`src/rtl/md5_padder.sv`:
```
// MD5 message padder: packs a byte stream into 512-bit blocks, appends 0x80, zero fill and 64-bit LE bit length.
// Latency: a block is offered to the core one cycle after its last byte (two when padding is inserted); strobe one cycle after core_ready.
// Backpressure: in_ready drops while a block is being sent/padded; each block is held stable until the core reports ready again.
module md5_padder #(
  parameter int CNT_WIDTH = 61
) (
  input  logic         clk,
  input  logic         reset,
  input  logic         in_valid,
  output logic         in_ready,
  input  logic [7:0]   in_data,
  input  logic         in_last,
  input  logic         in_empty,
  output logic         core_init,
  output logic         core_next,
  output logic [511:0] core_block,
  input  logic         core_ready,
  output logic         busy,
  output logic         done
);

  typedef enum logic [2:0] {
    IDLE = 3'd0,
    FILL = 3'd1,
    SEND = 3'd2,
    WAIT = 3'd3,
    PAD  = 3'd4,
    DONE = 3'd5
  } state_t;

  state_t               state;
  logic [7:0]           blk [64];
  logic [7:0]           pad_byte [64];
  logic [5:0]           idx;
  logic [CNT_WIDTH-1:0] byte_cnt;
  logic                 first_flag;
  logic [1:0]           pad_pending;  // 0: none, 1: full data block sent, 2: length-only block owed
  logic [5:0]           pad_n;        // byte position where 0x80 goes
  logic                 final_blk;
  logic                 wait_first;
  logic                 sent;         // strobe issued, leaving SEND next edge

  logic                 accept;
  logic                 store_byte;
  logic [63:0]          bit_len;
  logic [5:0]           pad_pos;
  logic                 len_fits;

  assign accept     = in_valid && in_ready;
  // A last beat flagged empty carries no byte; in_empty means nothing on other beats.
  assign store_byte = !(in_last && in_empty);
  assign bit_len    = 64'(byte_cnt) << 3;
  assign pad_pos    = (pad_pending == 2'd1) ? 6'd0 : pad_n;
  assign len_fits   = (pad_pos <= 6'd55);
  assign busy       = (state != IDLE);

  // Build the padded image of the buffer that PAD will commit.
  always_comb begin
    for (int j = 0; j < 64; j++) pad_byte[j] = blk[j];
    if (pad_pending == 2'd2) begin
      for (int j = 0; j < 64; j++) pad_byte[j] = 8'h00;
      for (int k = 0; k < 8; k++) pad_byte[56+k] = bit_len[8*k +: 8];
    end else begin
      for (int j = 0; j < 64; j++) begin
        if (j == int'(pad_pos))     pad_byte[j] = 8'h80;
        else if (j > int'(pad_pos)) pad_byte[j] = 8'h00;
      end
      if (len_fits) begin
        for (int k = 0; k < 8; k++) pad_byte[56+k] = bit_len[8*k +: 8];
      end
    end
  end

  // Map buffer bytes onto core words: word i little-endian, word 0 at the top.
  always_comb begin
    core_block = '0;
    for (int i = 0; i < 16; i++) begin
      core_block[511-32*i -: 32] = {blk[4*i+3], blk[4*i+2], blk[4*i+1], blk[4*i]};
    end
  end

  // Main FSM with registered strobes, in_ready and done.
  always_ff @(posedge clk) begin
    if (reset) begin
      state       <= IDLE;
      in_ready    <= 1'b0;
      core_init   <= 1'b0;
      core_next   <= 1'b0;
      done        <= 1'b0;
      for (int j = 0; j < 64; j++) blk[j] <= 8'h00;
      idx         <= 6'd0;
      byte_cnt    <= '0;
      first_flag  <= 1'b1;
      pad_pending <= 2'd0;
      pad_n       <= 6'd0;
      final_blk   <= 1'b0;
      wait_first  <= 1'b0;
      sent        <= 1'b0;
    end else begin
      core_init <= 1'b0;
      core_next <= 1'b0;
      done      <= 1'b0;
      case (state)
        IDLE, FILL: begin
          in_ready <= 1'b1;
          if (accept) begin
            state <= FILL;
            if (store_byte) begin
              blk[idx] <= in_data;
              idx      <= idx + 6'd1;
              byte_cnt <= byte_cnt + CNT_WIDTH'(1);
            end
            if (in_last) begin
              pad_n    <= store_byte ? idx + 6'd1 : idx;
              in_ready <= 1'b0;
              if (store_byte && idx == 6'd63) begin
                // Data exactly fills the block: send it, then a pad-only block.
                state       <= SEND;
                pad_pending <= 2'd1;
                final_blk   <= 1'b0;
                sent        <= 1'b0;
              end else begin
                state <= PAD;
              end
            end else if (idx == 6'd63) begin
              state       <= SEND;
              pad_pending <= 2'd0;
              final_blk   <= 1'b0;
              sent        <= 1'b0;
              in_ready    <= 1'b0;
            end
          end
        end
        PAD: begin
          for (int j = 0; j < 64; j++) blk[j] <= pad_byte[j];
          final_blk   <= (pad_pending == 2'd2) ? 1'b1 : len_fits;
          pad_pending <= (pad_pending != 2'd2 && !len_fits) ? 2'd2 : 2'd0;
          sent        <= 1'b0;
          state       <= SEND;
        end
        SEND: begin
          if (sent) begin
            sent       <= 1'b0;
            wait_first <= 1'b1;
            state      <= WAIT;
          end else if (core_ready) begin
            core_init  <= first_flag;
            core_next  <= !first_flag;
            first_flag <= 1'b0;
            sent       <= 1'b1;
          end
        end
        WAIT: begin
          // The core may still show ready on the cycle after the strobe.
          if (wait_first) begin
            wait_first <= 1'b0;
          end else if (core_ready) begin
            if (final_blk) begin
              done  <= 1'b1;
              state <= DONE;
            end else if (pad_pending != 2'd0) begin
              state <= PAD;
            end else begin
              for (int j = 0; j < 64; j++) blk[j] <= 8'h00;
              idx      <= 6'd0;
              in_ready <= 1'b1;
              state    <= FILL;
            end
          end
        end
        DONE: begin
          byte_cnt    <= '0;
          first_flag  <= 1'b1;
          idx         <= 6'd0;
          pad_pending <= 2'd0;
          final_blk   <= 1'b0;
          for (int j = 0; j < 64; j++) blk[j] <= 8'h00;
          in_ready    <= 1'b1;
          state       <= IDLE;
        end
        default: begin
          in_ready <= 1'b0;
          state    <= IDLE;
        end
      endcase
    end
  end

endmodule

```
`config.mk`:
```
export PLATFORM = sky130hd
export DESIGN_NAME = md5_padder
export DESIGN_NICKNAME = d
export VERILOG_FILES = /design/src/rtl/md5_padder.sv
export SDC_FILE = /design/constraint.sdc
export NUM_CORES = 1
export LEC_CHECK = 0
export CORE_MARGIN = 4
export CORE_UTILIZATION = 52
export DETAILED_ROUTE_END_ITERATION = 10
export HOLD_SLACK_MARGIN = 0.1
export PLACE_DENSITY = 0.92
export SYNTH_ARGS = -nofsm -noshare
export SYNTH_HDL_FRONTEND = slang
export SYNTH_SLANG_ARGS = --single-unit
```
`constraint.sdc`:
```
create_clock -name clk -period 3.3 [get_ports clk]
set_input_delay 0.495 -clock clk [delete_from_list [all_inputs] [get_ports clk]]
set_output_delay 0.495 -clock clk [all_outputs]
set_load 0.02 [all_outputs]
```
==> flow_metrics.tcl <==
set metrics [dict create \
    syn-num-nets 2087 \
    setup_violations 0 \
    clk_path_buf_depth 3 \
    start_util 0.530 \
    vias_per_cell 6.15 \
    drc 0 \
    synth_warnings 0 \
    yosys.cell_types.count 69 \
    synthArstFlopShare 0 \
    track_usage 0.338 \
    cp.required_ns 3.53 \
    finalCriticalPeriod_ns 3.11 \
    slowest_delay_ns 1.03 \
    synthFlopType "edfxtp_1" \
    post_cts_resized 0 \
    drt_iter0_drc 3066 \
    cp-end-kind "flip-flop" \
    die_x_um 230 \
    layout.nets 2702 \
    fill_cells 3130 \
    rsz0062_at_grt "no" \
    place_congestion 1.00 \
    area_growth_pct 34.2 \
    final_hold_viol_count 0 \
    grt_pass1_wl_um 134000 \
    mostFrequentLayoutCells "522 x clkdlybuf4s50_1, 512 x edfxtp_1, 402 x and2_1" \
    cp.buffers_inverters 0 \
    path_cells "nand2b_1, nand2_1, nor2_1, nand2_1, o311ai_1" \
    crit_path_start_kind "flip-flop" \
    num_io_pins 531 \
    wl_um 92100 \
    cp_max_fo 12 \
    postCtsSetupBuffers 0 \
    grt_pass1_vias 20200 \
    timing.fmax_mhz 321 \
    coreArea_um2 48100 \
    cts_htree_levels 2 \
    synthXorXnorAreaFrac 0.0103 \
    power_density_nw_per_um2 507 \
    seq_area_frac_synth 0.669 \
    cp_top_family "simple AND/OR/NAND/NOR gates" \
    cellLeakagePower_nw 12.4 \
    die_y_um 230 \
    drive_gt1_frac 0.101 \
    multi_input_area_um2 7860 \
    post-dp-hpwl_um 64800 \
    synth_top_family_by_area "simple AND/OR/NAND/NOR gates" \
    synthSimpleGateAreaFrac 0.202 \
    die_area_um2 52700 \
    synth_seq_cells 598 \
    synth-compound-area-share 0.0905 \
    synth_edf_count 512 \
    grt.overflow.total 0 \
    fin_skew_ns 0.0288 \
    firstDrtPassIters 7 \
    muxShareOfSynthArea 0.00279 \
    vias 20800 \
    path_clk_slew_ns 0.06 \
    crit_arrival_ns 3.34 \
    slew-limit-headroom 0.125 \
    tightest_slew_ns 1.30 \
    cts_tree "done" \
    cts-root-buf "clkbuf_16" \
    netlist_instances 2071 \
    antenna_cells 0 \
    cts_hold_buf 0 \
    grt_max_degree 65 \
    register_area_um2 17100 \
    antenna_found_initial 2 \
    portBuffers 530 \
    synth_area_per_cell_um2 12.3 \
    maxCapViolCount 0 \
    outcome "finished clean" \
    setup_tns_ns 0 \
    synth_fa_ha_area_frac 0.000980 \
    cts_made_buffers 59 \
    final_common_cell "clkdlybuf4s50_1" \
    wl_per_cell_um 27.2 \
    syn_area_um2 25500 \
    ir_worst_vdd_uv 346 \
    cp_common_cell "nand2_1" \
    crit_type "flip-flop to flip-flop" \
    min_period_over_period 0.943 \
    final_max_slew_viol_count 0 \
    cp_slowest_cell "o311ai_1" \
    total_power_mw 17.4 \
    rows 80 \
    clock-sinks 598 \
    worst_skew_pair.late_latency_ns 0.64 \
    antenna_left 0 \
    hp-class "flip-flop to flip-flop" \
]
[per-stage QoR]
step | utilization | setup WS, ns | instance area [um2] | instances | hold slack, ns
global route | 0.712 | 0.0454 | 34300 | 3386 | 0.489
CTS | 0.712 | 0.253 | 34300 | 3386 | 0.447
global placement | 0.673 | 0.0585 | 32400 | 3281 | 0.435
finish | 0.712 | 0.188 | 34300 | 3386 | 0.448
detailed placement | 0.673 | 0.0240 | 32400 | 3281 | 0.433
floorplan | - | 0.369 | 25500 | 2071 | 0.416
[flip-flops by register name, indices dropped and copies added (netlist names)]
signal / cells
blk: 512
byte_cnt: 61
idx: 6
pad_n: 6
state: 3
pad_pending: 2
core_init: 1
core_next: 1
done: 1
final_blk: 1
first_flag: 1
in_ready: 1
sent: 1
wait_first: 1
[worst paths after layout]
check                                           endpoint  slack, ns  cells past startpoint                        start
worst max-delay path            blk[40][4]$_SDFFCE_PN0P_       0.19                      5  pad_pending[1]$_SDFFE_PP0P_
worst min-delay path                core_next$_SDFF_PP0_       0.45                      1      first_flag$_SDFFE_PP1P_
worst max register to register  blk[40][4]$_SDFFCE_PN0P_       0.19                      5  pad_pending[1]$_SDFFE_PP0P_
worst min register to register      core_next$_SDFF_PP0_       0.45                      1      first_flag$_SDFFE_PP1P_
[power by group]
| group | switching (mW) | internal [mW] | leakage (nW) |
|---|---|---|---|
| Combinational | 1.26 | 0.727 | 5.47 |
| Sequential | 0.185 | 8.56 | 6.01 |
| Clock | 2.88 | 3.78 | 0.924 |
[layout make-up]
type                    instances  share of cell area
clock buffers                  70              0.0449
flip-flops and latches        598               0.499
multi-input cells            1317               0.229
clock inverters                35             0.00975
inverters                      13             0.00142
repair buffers                697               0.192
well taps                     656              0.0239
[synth_stat cells (all sizes together) (8+ instances only)]
library cell    n  share of area
a211oi          9         0.0026
a21oi          71          0.014
a22o           80          0.027
a31oi          13         0.0032
and2          403          0.099
and3           17         0.0042
buf            21         0.0038
clkbuf        122          0.018
dfxtp          86          0.067
edfxtp        512           0.60
inv            13         0.0019
nand2         119          0.017
nand3          43         0.0084
nand3b          8         0.0024
nand4          36         0.0088
nor2          170          0.025
nor3           42         0.0086
nor4           18         0.0047
o21ai          73          0.014
o31ai          33         0.0097
or3            36         0.0088
or4            16         0.0048
xnor2          21         0.0072
xor2            9         0.0031
[routing by layer]
layer	vias up	wire length [um]	global-route usage
met1	10000	31900	0.422
met3	341	10600	0.0758
met5	-	34	0
met4	4	5080	0.146
met2	1618	44400	0.569
li1	8801	-	-
[cell families (layout without fill, tap and decap cells)]
kind of cell	after synthesis	in the layout
flip-flops	598	598
XOR/XNOR	30	30
adder cells (fa/ha/maj)	2	2
AND/OR/NAND/NOR	942	942
buffers and inverters	156	815
multiplexers	7	7
AO/OA/AOI/OAI	336	336
Power figures use the tool's default switching activity.
